--- src/rtl/fifo_dp_ram.sv ---
// fifo_dp_ram: simple dual-port RAM, synchronous write port, asynchronous read port
module fifo_dp_ram #(
   parameter int A_WIDTH = 4,
   parameter int D_WIDTH = 16
) (
   input  logic               clk,
   input  logic               we,
   input  logic [A_WIDTH-1:0] wa,
   input  logic [D_WIDTH-1:0] wd,
   input  logic [A_WIDTH-1:0] ra,
   output logic [D_WIDTH-1:0] rd
);
   logic [D_WIDTH-1:0] mem [0:(2**A_WIDTH)-1];
   // store the incoming word; contents are deliberately never reset
   always_ff @(posedge clk)
      if (we) mem[wa] <= wd;
   assign rd = mem[ra];
endmodule

--- src/rtl/small_sync_fifo.sv ---
// small_sync_fifo: single-clock first-word-fall-through FIFO with wrap-bit pointers
module small_sync_fifo #(
   parameter int A_WIDTH = 4,
   parameter int D_WIDTH = 16
) (
   input  logic               CLK,
   input  logic               rst_n,
   input  logic [D_WIDTH-1:0] din,
   input  logic               wr_en,
   output logic               full,
   output logic [D_WIDTH-1:0] dout,
   input  logic               rd_en,
   output logic               empty
);
   logic [A_WIDTH:0]   wr_ptr, rd_ptr;
   logic [D_WIDTH-1:0] ram_rd;
   logic               wr_ok, rd_ok;
   assign empty = wr_ptr == rd_ptr;
   assign full  = (wr_ptr[A_WIDTH-1:0] == rd_ptr[A_WIDTH-1:0]) && (wr_ptr[A_WIDTH] != rd_ptr[A_WIDTH]);
   assign wr_ok = wr_en && !full;
   assign rd_ok = rd_en && !empty;
   assign dout  = empty ? '0 : ram_rd;
   fifo_dp_ram #(.A_WIDTH(A_WIDTH), .D_WIDTH(D_WIDTH)) u_ram (
      .clk(CLK),
      .we (wr_ok),
      .wa (wr_ptr[A_WIDTH-1:0]),
      .wd (din),
      .ra (rd_ptr[A_WIDTH-1:0]),
      .rd (ram_rd)
   );
   // advance each pointer only on an accepted transfer; reset empties immediately
   always_ff @(posedge CLK or negedge rst_n)
      if (!rst_n) begin
         wr_ptr <= '0;
         rd_ptr <= '0;
      end else begin
         if (wr_ok) wr_ptr <= wr_ptr + (A_WIDTH+1)'(1);
         if (rd_ok) rd_ptr <= rd_ptr + (A_WIDTH+1)'(1);
      end
endmodule

--- config.mk ---
export PLATFORM = sky130hd
export DESIGN_NAME = small_sync_fifo
export DESIGN_NICKNAME = d
export VERILOG_FILES = /design/src/rtl/fifo_dp_ram.sv /design/src/rtl/small_sync_fifo.sv
export SDC_FILE = /design/constraint.sdc
export NUM_CORES = 1
export LEC_CHECK = 0
export CORE_UTILIZATION = 50
export CTS_CLUSTER_DIAMETER = 100
export DETAILED_ROUTE_END_ITERATION = 16
export GPL_TIMING_DRIVEN = 0
export PLACE_DENSITY_LB_ADDON = 0.15
export SLEW_MARGIN = 30
export SYNTH_ARGS = -nofsm -noshare
export SYNTH_HDL_FRONTEND = slang
export SYNTH_HIERARCHICAL = 1
export SYNTH_SLANG_ARGS = --single-unit
--- constraint.sdc ---
create_clock -name CLK -period 4 [get_ports CLK]
set_clock_uncertainty 0.2 [all_clocks]
set_input_delay 1 -clock CLK [delete_from_list [all_inputs] [get_ports CLK]]
set_output_delay 1 -clock CLK [all_outputs]
set_load 0.005 [all_outputs]
==> results of run 1 <==
[registers in the layout, indices dropped and copies added, names as in the netlist]
register   cells
rd_ptr         5
wr_ptr         5
u_ram/mem    256
[timing repair]
action | 4_1_cts | 5_1_grt
gates resized for setup | 41 | 17
setup buffers | 3 | 3
setup endpoints to repair | 17 | 14
pin swaps | 1 | 0
[critical path, cell delays in order, from the launching register on]
cell and delay, ns:
dfrtp_1 0.47, buf_6 0.22, buf_4 0.27, mux4_2 0.36, a22oi_1 0.25, nand2_1 0.08
and2_1 0.14, clkdlybuf4s50_1 0.44
[cells by family after synthesis]
family	Yosys count	share of synthesized area [%]
DFF	266	76.4
and+or+nand+nor	66	3.49
muxes	66	14.4
AOI/OAI and AO/OA	40	2.83
xor gates and xnor gates	14	1.18
adders and majority gates	2	0.241
buffers and inverters	25	1.42
[per-layer routing]
| metal | vias up | routed length (um) |
|---|---|---|
| met5 | - | 0 |
| met4 | 0 | 422 |
| met3 | 33 | 1050 |
| met2 | 160 | 10800 |
| met1 | 2647 | 9590 |
| li1 | 2175 | - |
[metrics by stage]
| stage | area (um^2) | worst slack [ns] | instances | power, uW | hold slack, ns |
|---|---|---|---|---|---|
| finish | 12400 | 0.0410 | 851 | 9360 | 0.341 |
| global route | 12400 | -0.0243 | 851 | 9780 | 0.370 |
| CTS | 12400 | 0.00199 | 848 | 9360 | 0.345 |
| detailed placement | 11300 | 0.0352 | 798 | 6640 | 0.333 |
| global placement | 11100 | -1.27 | 786 | 6480 | 0.321 |
| floorplan | 10400 | 0.552 | 479 | 5410 | 0.302 |
[path summary, 6_finish.rpt]
path / start / endpoint / slack, ns
worst max-delay path: rd_ptr[1] / dout[2] / 0.04
worst min-delay path: rd_ptr[4] / rd_ptr[4] / 0.34
worst max register to register: rd_ptr[0] / u_ram/mem[0][12] / 0.83
worst min register to register: rd_ptr[4] / rd_ptr[4] / 0.34
max in group asynchronous: rst_n / wr_ptr[0] / 2.66
min in group asynchronous: rst_n / rd_ptr[4] / 0.60
[power breakdown]
part / switching, uW / internal [uW] / leakage (uW)
combinational: 1540 / 1700 / 0.00117
clock: 984 / 1570 / 0.000440
sequential: 171 / 3390 / 0.00243
[layout make-up]
type	count	area (um^2)	area share [%]
sequential	266	7940	63.8
buffer	22	234	1.88
tap	270	338	2.71
inverter	2	7.51	0.0603
clock inverter	14	196	1.58
multi-input combinational	188	2450	19.7
timing repair buffer	55	564	4.53
clock buffer	34	712	5.72
[placed cells by master, fill, tap and decap left out, types with 6 or more instances in the layout]
| cell type | instances |
|---|---|
| buf_6 | 6 |
| a22oi_1 | 27 |
| xnor2_1 | 12 |
| clkbuf_16 | 27 |
| edfxtp_1 | 256 |
| nor2_4 | 13 |
| clkdlybuf4s50_1 | 37 |
| nand2_1 | 17 |
| mux4_1 | 8 |
| mux4_2 | 56 |
| buf_4 | 16 |
| clkbuf_1 | 6 |
| and2_1 | 8 |
| and2_4 | 9 |
==> metrics.md, run 1 <==
| Metric | Value |
|---|---|
| Total gr overflow | `0` |
| Tot GR Track Use | `21.5%` |
| Total of warnings raised by yosys | `6` |
| Die footprint | `21,400 um^2` |
| Die height | `146 um` |
| Met2 Resource Use GR | `36.1%` |
| Htree depth | `1` |
| RSZ-0062 raised after global routing | `true` |
| Leakage power | `0.00404 uW` |
| Final HPWL DP | `13,100 um` |
| Cts bufs inserted | `26` |
| Synth-to-layout area growth | `19.8%` |
| Antenna viol nets, final | `0` |
| CP endpoint kind | `primary output` |
| Root buffer cell | `clkbuf_16` |
| # diodes | `0` |
| CP Class | `reg -> out` |
| R2R depth | `9` |
| Fin util | `61.3%` |
| Worst skew pair latency | `0.52 ns` |
| Mapped Avg Cell Area | `21.7 um^2` |
| Period utilization | `99.0%` |
| Async set-reset flop share out of synthesis | `3.76%` |
| Post-synth top area share | `74.0%` |
| Met1 Track Usage GR | `30.0%` |
| Hold Fails Final Rpt | `0` |
| GPL Wtd Cong | `0.739` |
| Req. time, crit path | `2.80 ns` |
| Wirelength per Cell | `25.7 um` |
| Ys flop type | `edfxtp_1` |
| Unique masters post-synth | `32` |
| Syn nets | `501` |
| Number of synthesized flops with an enable pin | `256` |
| Max-cap violations | `0` |
| Routed vias | `5,015` |
| WHS Path Cells | `1` |
| Num rows | `52` |
| Setup-failing EPs final | `0` |
| Layout cell share with drive strength beyond 1 | `30.3%` |
| Iter 0 DRT Violations | `421` |
| Drt via density | `5.89` |
| Total Neg Setup Slack | `0 ns` |
| Worst slew pin tran | `0.751 ns` |
| First-pass GRT wire length | `33,100 um` |
| Largest net degree at the start of global routing | `17` |
| Worst VDD drop | `426 uV` |
| Clock Sinks | `266` |
| Synth area leaders | `edfxtp_1, mux4_2, mux4_1` |
| Pwr dens | `752 nW/um^2` |
| Max transition margin | `49.6%` |
| Status | `finished clean` |
| Post-synthesis instance total | `479` |
| Initial antenna violation count | `0` |
| Mapped cell area | `10,400 um^2` |
| Met3 usage | `2.75%` |
| Crit start category | `flip-flop` |
| Clk buf depth | `3` |
| Hold Buf Count CTS | `0` |
| Fillers | `1,470` |
| Most frequent cells after synthesis | `edfxtp_1, mux4_2, a22oi_1, nand2_1, nor2_1` |
| DR DRC count | `0` |
| Initial Util | `51.2%` |
| Final min period | `3.96 ns` |
| WP data arrival | `2.76 ns` |
| Most numerous cell in the Yosys netlist | `edfxtp_1` |
| CTS tree | `done` |
| Post-synthesis register bit count | `266` |
| Final WL | `21,900 um` |
| Gr busiest metal | `met2` |
| Clk pin slew, worst setup/hold paths | `0.06 ns` |
| Vias in the first global route | `5,313` |
| Top Ports | `38` |
| # nets final | `583` |
| Yosys top cell by area | `edfxtp_1` |
| Achievable frequency | `0.253 GHz` |
| Die width | `146 um` |
| Hold Path Class | `reg -> reg` |
| Initial DRT Pass Iterations | `4` |
| Seq/Total Area, Yosys | `76.4%` |
| IO buf count | `37` |
| Max Slew Vio Count | `0` |
| CP max FO | `10` |
| CORE AREA | `20,300 um^2` |
(Power assumes the default switching activity.)
==> run 2, diff against run 1 <==
--- a/config.mk
+++ b/config.mk
@@ -5,7 +5,7 @@
 export SDC_FILE = /design/constraint.sdc
 export NUM_CORES = 1
 export LEC_CHECK = 0
-export CORE_UTILIZATION = 50
+export CORE_UTILIZATION = 25
 export CTS_CLUSTER_DIAMETER = 100
 export DETAILED_ROUTE_END_ITERATION = 16
 export GPL_TIMING_DRIVEN = 0
==> metrics.md, run 2 (synthesis gave the netlist of run 1 again) <==
| Metric | Value |
|---|---|
| Status | `finished clean` |
| Period utilization | `98.1% (-0.85 points)` |
| Leakage power | `0.00416 uW (+3.1%)` |
| Top Ports | `38 (unchanged)` |
| Htree depth | `1 (unchanged)` |
| Clk buf depth | `3 (unchanged)` |
| Die footprint | `42,400 um^2 (+98%)` |
| Layout cell share with drive strength beyond 1 | `31.5% (+1.2 points)` |
| IO buf count | `37 (unchanged)` |
| Final HPWL DP | `17,400 um (+33%)` |
| Vias in the first global route | `5,615 (+5.7%)` |
| Crit-path leading delay family | `buffers and inverters` |
| Synth-to-layout area growth | `25.3%` |
| Commonest non-fill, non-tap cells in the layout | `edfxtp_1, mux4_2, clkdlybuf4s50_1` |
| CP Cell Sequence | `buf_12 -> buf_12 -> mux4_1 -> a22oi_2 -> nand2_1 -> and2_4 -> clkdlybuf4s50_1` |
| GPL Wtd Cong | `0.659 (-11%)` |
| Pwr dens | `738 nW/um^2 (-1.9%)` |
| Commonest non-fill, non-tap cell in the layout | `edfxtp_1` |
| Clk pin slew, worst setup/hold paths | `0.06 ns (about the same)` |
| Buf/Inv on CP | `3 (unchanged)` |
| Initial antenna violation count | `0 (unchanged)` |
| CTS tree | `done` |
| R2R depth | `9 (unchanged)` |
| First-pass GRT wire length | `38,300 um (+16%)` |
| CP max FO | `10 (unchanged)` |
| PnR worst setup slack | `0.0751 ns (+0.0341 ns)` |
| Initial Util | `25.4% (-26 points)` |
| Worst VDD drop | `331 uV (-22%)` |
| Wirelength per Cell | `23.2 um (-9.9%)` |
| # diodes | `0 (unchanged)` |
| Pwr Total | `9610 uW (+2.7%)` |
| Iter 0 DRT Violations | `333 (-21%)` |
| Achievable frequency | `0.255 GHz (+0.87%)` |
| Worst stage delay on the critical path | `0.58 ns (+0.11 ns)` |
| RSZ-0062 raised after global routing | `true` |
| Worst slew pin tran | `0.659 ns (-0.0926 ns)` |
| CP Depth | `7 (unchanged)` |
| Hold_ws | `0.340 ns (-0.000974 ns)` |
| CP Class | `reg -> out` |
| Clock Sinks | `266 (unchanged)` |
| Initial DRT Pass Iterations | `4 (unchanged)` |
| Most frequent CP cell | `buf_12` |
| WHS Path Cells | `1 (unchanged)` |
| Routed vias | `5,065 (+1.0%)` |
| Worst skew pair latency | `0.54 ns (+0.02 ns)` |
| Total Neg Setup Slack | `0 ns (unchanged)` |
| Req. time, crit path | `2.80 ns (about the same)` |
| Max-cap violations | `0 (unchanged)` |
| Biggest regs | `u_ram/mem: 256 flops, rd_ptr: 5 flops, wr_ptr: 5 flops` |
| Root buffer cell | `clkbuf_16` |
| Largest net degree at the start of global routing | `17 (unchanged)` |
| DR DRC count | `0 (unchanged)` |
| Hold Fails Final Rpt | `0 (unchanged)` |
| Num rows | `74 (+42%)` |
| Hold Path Class | `reg -> reg` |
| Tot GR Track Use | `12.8% (-8.7 points)` |
| Fillers | `3,922 (+170%)` |
| Cts bufs inserted | `29 (+12%)` |
| Final min period | `3.92 ns (-0.0341 ns)` |
| CP endpoint kind | `primary output` |
| Placed cell count | `1,070 (+34%)` |
| Setup-failing EPs final | `0 (unchanged)` |
| Die width | `206 um (+41%)` |
| Fin cells | `1,129 (+33%)` |
| Total gr overflow | `0 (unchanged)` |
| # nets final | `598 (+2.6%)` |
| Pre-CTS WS | `-0.193 ns (-0.228 ns)` |
| Antenna viol nets, final | `0 (unchanged)` |
| Critical-path top delay cell | `mux4_1` |
| Drt via density | `4.49 (-24%)` |
| Max reg flops | `256 (unchanged)` |
| Reg with most FFs | `u_ram/mem` |
| Die height | `206 um (+41%)` |
| Max Slew Vio Count | `0 (unchanged)` |
| CORE AREA | `40,900 um^2 (+100%)` |
| WP data arrival | `2.72 ns (-0.04 ns)` |
| Crit start category | `flip-flop` |
| Max transition margin | `55.8% (+6.2 points)` |
| Final WL | `26,200 um (+19%)` |
## run 2: cell type report
type,count,area [um^2],area share (%)
flip-flops and latches,266,7940,61.0
multi-input cells,188,2470,19.0
repair buffers,67,766,5.88
clock buffers,38,759,5.83
well taps,532,666,5.11
plain buffers,22,270,2.08
clock inverters,14,143,1.10
inverters,2,7.51,0.0576
## run 2: where the power goes
part           total, uW  switching, uW  leakage (uW)  internal, uW
Clock               2560           1050      0.000435          1520
Combinational       3480           1690       0.00130          1790
Sequential          3560            174       0.00243          3390
Total               9610           2910       0.00416          6700
## run 2: final timing paths
path | startpoint | to | slack [ns]
max | rd_ptr[0] | dout[4] | 0.08
min | wr_ptr[4] | wr_ptr[4] | 0.34
max reg2reg | rd_ptr[0] | u_ram/mem[0][12] | 0.88
min reg2reg | wr_ptr[4] | wr_ptr[4] | 0.34
max in group asynchronous | rst_n | rd_ptr[3] | 2.67
min in group asynchronous | rst_n | wr_ptr[2] | 0.58
## run 2: worst reg2reg max path: stages, from the launching register on
cell and delay, ns:
dfrtp_2 0.43, buf_4 0.15, xnor2_1 0.13, nand4_2 0.11, buf_4 0.17, o21ai_1 0.12, inv_1 0.14, or3b_2 0.57
nor3_2 0.51, buf_4 0.31
## run 2: what timing repair did
action	in CTS	in global routing
gates resized for setup	56	16
hold buffers	0	0
setup buffers	7	1
endpoints found under the setup margin	17	17
pin swaps	3	0
## run 2: routing by layer
layer	vias up	wire length, um	GRT usage (%)
li1	2194	-	-
met1	2719	11700	17.2
met2	114	12800	21.5
met3	38	1070	2.03
met4	0	631	3.10
met5	-	0	0
## run 2: through the flow
step | utilization, % | cell area [um^2]
final | 31.8 | 13000
after floorplan | - | 10400
after detailed placement | 29.0 | 11900
after CTS | 31.7 | 13000
after global routing | 31.8 | 13000
after global placement | 27.9 | 11400
==> RTL edit 1: new RTL, flow settings as in run 2 <==
`A_WIDTH` is set to 4 in 2 places; all go to 5.
--- a/src/rtl/fifo_dp_ram.sv
+++ b/src/rtl/fifo_dp_ram.sv
@@ -1,5 +1,5 @@
 // fifo_dp_ram: simple dual-port RAM, synchronous write port, asynchronous read port
 module fifo_dp_ram #(
-   parameter int A_WIDTH = 4,
+   parameter int A_WIDTH = 5,
    parameter int D_WIDTH = 16
 ) (
--- a/src/rtl/small_sync_fifo.sv
+++ b/src/rtl/small_sync_fifo.sv
@@ -1,5 +1,5 @@
 // small_sync_fifo: single-clock first-word-fall-through FIFO with wrap-bit pointers
 module small_sync_fifo #(
-   parameter int A_WIDTH = 4,
+   parameter int A_WIDTH = 5,
    parameter int D_WIDTH = 16
 ) (
Behaviour: same outputs for any inputs over 10 cycles, from zero or initial values and one cycle with rst_n low; that may be too few to reach the edited logic, so the function may still have changed.
==> RTL edit 1 against run 2 <==
  * The run now ends with setup timing left
  * Maximum frequency down 6.0%
  * Power up 100%
  * Area after synthesis up 100%
  * Global-route usage up 1.6 points
  * Cell area up 100%
  * Worst setup slack worse by 250 ps
  * Sequential cell count up 258
  * Routed wire length up 130%
  * Critical endpoint is now dout[11]
  * Largest power group is now combinational cells
==> RTL edit 1: results (changes against run 2) <==
| Quantity | Reported | Change |
|---|---|---|
| Run status | complete, but fails checks |  |
| Violated checks | setup timing |  |
| Peak supply drop | 0.395 mV | +19% |
| Cell with the largest stage delay on the worst path | sky130_fd_sc_hd__clkdlybuf4s50_1 |  |
| Number of distinct library cells after synthesis | 37 | +16% |
| # H-tree levels | 2 | +1 |
| Hold Crit Start | wr_ptr[5]$_DFFE_PN0P_ |  |
| Number of fill cells in the layout | 8040 | +100% |
| Router iterations before antenna repair | 5 | +1 |
| Commonest cells post-synth | 512 x sky130_fd_sc_hd__edfxtp_1, 256 x sky130_fd_sc_hd__mux2i_1, 64 x sky130_fd_sc_hd__a22oi_1 |  |
| DP Wirelength | 41500 µm | +140% |
| Reg2Reg Setup Slack | 550 ps | -330 ps |
| Via density | 4.51 | +0.52% |
| Placement Setup Slack | -390 ps | -197 ps |
| Endpoint of the worst hold-timing path | wr_ptr[5]$_DFFE_PN0P_ |  |
| Setup slack of the critical path after layout | -176 ps | -251 ps |
| Clock Latency Late Sink | 620 ps | +80 ps |
| Largest net degree at the start of global routing | 33 | +16 |
| Slew at the pin with the worst max-slew slack | 1010 ps | +349 ps |
| Mean area per synthesized cell | 17.5 µm² | -19% |
| Number of placed instances with taps included | 2333 | +120% |
| Vias in the first global route | 11300 | +100% |
| Worst path max stage delay | 500 ps | -80 ps |
| Final setup violation count | 2 | +2 |
| Endpoint of the lowest-slack register-to-register path | u_ram/mem[23][7]$_DFFE_PP_ |  |
| Initial drt markers | 680 | +100% |
| Depth of the worst register-to-register path | 8 | -1 |
| Total negative slack for setup checks | -231 ps | -231 ps |
| Startpoint of the most critical register-to-register path | wr_ptr[4]$_DFFE_PN0P_ |  |
| Registers with the most flip-flops | u_ram/mem: 512 flops, rd_ptr: 6 flops, wr_ptr: 6 flops |  |
| Tot GR Track Use | 14.4% | +1.6 points |
| Number of enable flip-flop cells after synthesis | 512 | +100% |
| Global-route wire length before repair | 86500 µm | +130% |
| Async SR Flop Fraction | 2.29% | -1.5 points |
| Fraction of layout instances using a drive strength above 1 | 27.3% | -4.2 points |
| Leakage power of the design | 0.00902 µW | +120% |
| Instance area at placement | 23300 µm² | +96% |
## RTL edit 1: cell count changes in the layout (fill, tap and decap cells not counted), sizes merged, moves of 41 or more
cell / before / now
mux4: 64 / 0
nand3: 1 / 42
edfxtp: 256 / 512
clkbuf: 44 / 95
buf: 46 / 138
mux2i: 0 / 256
## RTL edit 1: what timing repair did
item | 4_1_cts | 5_1_grt
pin swaps | 38 | 43
hold buffers | 0 | 0
setup endpoints to repair | 16 | 17
gates resized for setup | 225 | 44
gates cloned | 1 | 1
buffers inserted | 19 | 13
## RTL edit 1: final cells by class
class	count	area, µm²	area share, %
clock buffer	78	1580	5.99
tap	1070	1340	5.08
sequential	524	15700	59.5
clock inverter	28	190	0.722
antenna	2	5.00	0.0190
multi-input combinational	604	5650	21.4
inverter	3	11.3	0.0427
timing repair buffer	96	1100	4.19
buffer	68	785	2.98
## RTL edit 1: layer usage
layer	vias up	global-route usage, %	wire (µm)
li1	5076	-	-
met1	5845	20.2	29500
met2	160	23.3	29000
met3	71	1.87	1720
met4	0	3.75	1240
met5	-	0	0
## RTL edit 1: report_power, final
part / total [µW] / internal (µW) / switching [µW]
sequential: 6640 / 6450 / 192
combinational: 8010 / 3420 / 4600
clock: 5030 / 2870 / 2160
total: 19700 / 12700 / 6950
## RTL edit 1: kinds of logic after synthesis
logic type                 count (synthesis)  share of synthesized area (%)
AOI/OAI and AO/OA                        144                           4.87
adders and majority gates                  2                          0.119
DFF                                      524                           74.8
and+or+nand+nor                          184                           4.49
muxes                                    258                           12.4
buffers and inverters                     72                           2.71
xor gates and xnor gates                  16                          0.669
## RTL edit 1: critical path, delay by kind of cell, from the launching register on
kind	cells	cell delay, ps
flops	1	380
mux	1	120
buf+inv	6	1220
compound gates	1	190
simple gates	3	400
==> RTL edit 2: new RTL, settings of run 2 <==
Without the edit above. Make the reset (`rst_n`) synchronous in one clocked block. Comments in the files are not updated.
--- a/src/rtl/small_sync_fifo.sv
+++ b/src/rtl/small_sync_fifo.sv
@@ -30,5 +30,5 @@
    );
    // advance each pointer only on an accepted transfer; reset empties immediately
-   always_ff @(posedge CLK or negedge rst_n)
+   always_ff @(posedge CLK)
       if (!rst_n) begin
          wr_ptr <= '0;
Function: differs if rst_n is asserted again (counterexample within 4 cycles, from zero or initial values and one cycle with rst_n low); with rst_n held inactive, the same outputs for 10 cycles.
==> RTL edit 2 against run 2 <==
  * Sequential share of layout area fell by 0.92 points
  * Cell area rose by 0.92%
  * Routed wire length rose by 1.7%
  * Worst hold slack got worse by 5.2 ps
  * Highest routed layer unchanged
  * Worst setup slack improved by 13 ps
  * Sequential cell count did not move
  * The run now ends with DRC left
  * Area after synthesis rose by 0.94%
Power is not compared: it rests on default switching activity, and its combinational part moved more than twofold at a synthesized area within 25%.
==> RTL edit 2: results (changes against run 2) <==
| Quantity | Reported | Change |
|---|---|---|
| Mean area per synthesized cell | 20.7 µm² | -4.4% |
| Endpoint of the worst hold-timing path | rd_ptr[2]$_SDFFE_PN0P_ |  |
| Setup Buffers After CTS | 3 | -4 |
| Synthesized-area fraction occupied by adder cells | 0.239% | -0.0022 points |
| Run status | complete, but fails checks |  |
| Max Buffers Root-to-Sink | 3 | unchanged |
| Worst setup path endpoint | dout[7] |  |
| Setup slack of the critical path after layout | 87.6 ps | +12.5 ps |
| Vias in the first global route | 5712 | +1.7% |
| Post-CTS Resized | 71 | +27% |
| Share of cell area taken by muxes after synthesis | 14.8% | +0.32 points |
| Non-filler instance count after layout | 1158 | +2.6% |
| Routability congestion estimate | 0.710 | +7.8% |
| Worst path max stage delay | 520 ps | -60 ps |
| Fraction of layout instances using a drive strength above 1 | 31.8% | +0.35 points |
| Reg2Reg Setup Slack | 790 ps | -90 ps |
| Commonest cells post-synth | 256 x sky130_fd_sc_hd__edfxtp_1, 54 x sky130_fd_sc_hd__mux4_2, 32 x sky130_fd_sc_hd__a22oi_1 |  |
| CP Launch Point | rd_ptr[0]$_SDFFE_PN0P_ |  |
| Count of unresolved DRC violations after routing | 4 | +4 |
| Slew at the pin with the worst max-slew slack | 719 ps | +60.4 ps |
| Final net count | 628 | +5.0% |
| Average wire per standard cell | 23.0 µm | -0.81% |
| Endpoint of the lowest-slack register-to-register path | u_ram/mem[8][14]$_DFFE_PP_ |  |
| Async SR Flop Fraction | 0% | -3.8 points |
| Number of fill cells in the layout | 3991 | +1.8% |
| Router iterations before antenna repair | 12 | +8 |
| Hold Path Depth | 2 | +1 |
| Number of distinct library cells after synthesis | 39 | +22% |
| Cell with the largest stage delay on the worst path | sky130_fd_sc_hd__mux4_2 |  |
| XOR/XNOR share of the synthesized area | 0.644% | -0.54 points |
| Total area of multi-input combinational cells | 2600 µm² | +5.4% |
| Biggest area contributors in the synthesized netlist | sky130_fd_sc_hd__edfxtp_1 73%, sky130_fd_sc_hd__mux4_2 12%, sky130_fd_sc_hd__mux4_1 2.5%, sky130_fd_sc_hd__a22oi_1 2.3%, sky130_fd_sc_hd__dfxtp_1 1.9% |  |
| CTS clk-pin slew, worst paths | 60 ps | about the same |
| Depth of the worst register-to-register path | 8 | -1 |
| Placement Setup Slack | -75.0 ps | +118 ps |
| Instance area at placement | 11900 µm² | +0.60% |
| Maximum fanout along the worst path | 8 | -2 |
| Violated checks | DRC |  |
| Syn nets | 528 | +5.4% |
| Initial drt markers | 371 | +11% |
| Startpoint of the most critical register-to-register path | rd_ptr[3]$_SDFFE_PN0P_ |  |
| Hold Crit Start | rd_ptr[2]$_SDFFE_PN0P_ |  |
| Number of vias in the routed layout | 5244 | +3.5% |
| Synth Area in Compound Gates | 3.24% | +0.42 points |
| DP Wirelength | 17700 µm | +1.6% |
## RTL edit 2: changes by cell type in the layout (fill, tap and decap cells not counted), moves of 6 or more
cell                      before  now
sky130_fd_sc_hd__xnor2_1      13    4
sky130_fd_sc_hd__a22oi_2       9   15
sky130_fd_sc_hd__mux4_2       55   61
sky130_fd_sc_hd__mux4_1        9    3
sky130_fd_sc_hd__and2_1        8   16
sky130_fd_sc_hd__mux2i_1       0    7
sky130_fd_sc_hd__and2_4        9    0
sky130_fd_sc_hd__a22oi_1      23   17
sky130_fd_sc_hd__nand2_1      16   28
## RTL edit 2: worst max-delay path, delay by kind of cell, from the launching register on
family | cells | cell delay, ps
AO/OA/AOI/OAI | 1 | 260
buffers and inverters | 3 | 740
flip-flops | 1 | 410
multiplexers | 1 | 520
AND/OR/NAND/NOR | 2 | 240
## RTL edit 2: metal layers
metal  track usage (%)  part of all wire, %  vias up
met5                 0                    0        -
met3              1.84                  4.0       39
li1                  -                    -     2299
met2              21.7                   49       99
met4              3.21                  2.0        0
met1              17.1                   45     2807
## RTL edit 2: cell families after synthesis
family | after synthesis
mux | 71
xor+xnor | 6
fa+ha+maj | 2
compound gates | 44
simple gates | 88
buf+inv | 29
flops | 266
## RTL edit 2: final cells by class
cell class	instances	area share, %
Sequential cell	266	60.1
Multi-Input combinational cell	211	19.8
Timing Repair Buffer	70	6.30
Clock buffer	36	5.72
Tap cell	532	5.06
Buffer	24	2.22
Clock inverter	14	0.685
Inverter	4	0.114
Antenna cell	1	0.0190
## RTL edit 2: power by group through the flow
stage / clock, µW / combinational (µW) / sequential, µW
after floorplan: 0 / 548 / 3160
after global placement: 0 / 925 / 3170
after detailed placement: 0 / 946 / 3170
after CTS: 2480 / 1050 / 3110
after global routing: 2580 / 1170 / 3120
final: 2400 / 1080 / 3120
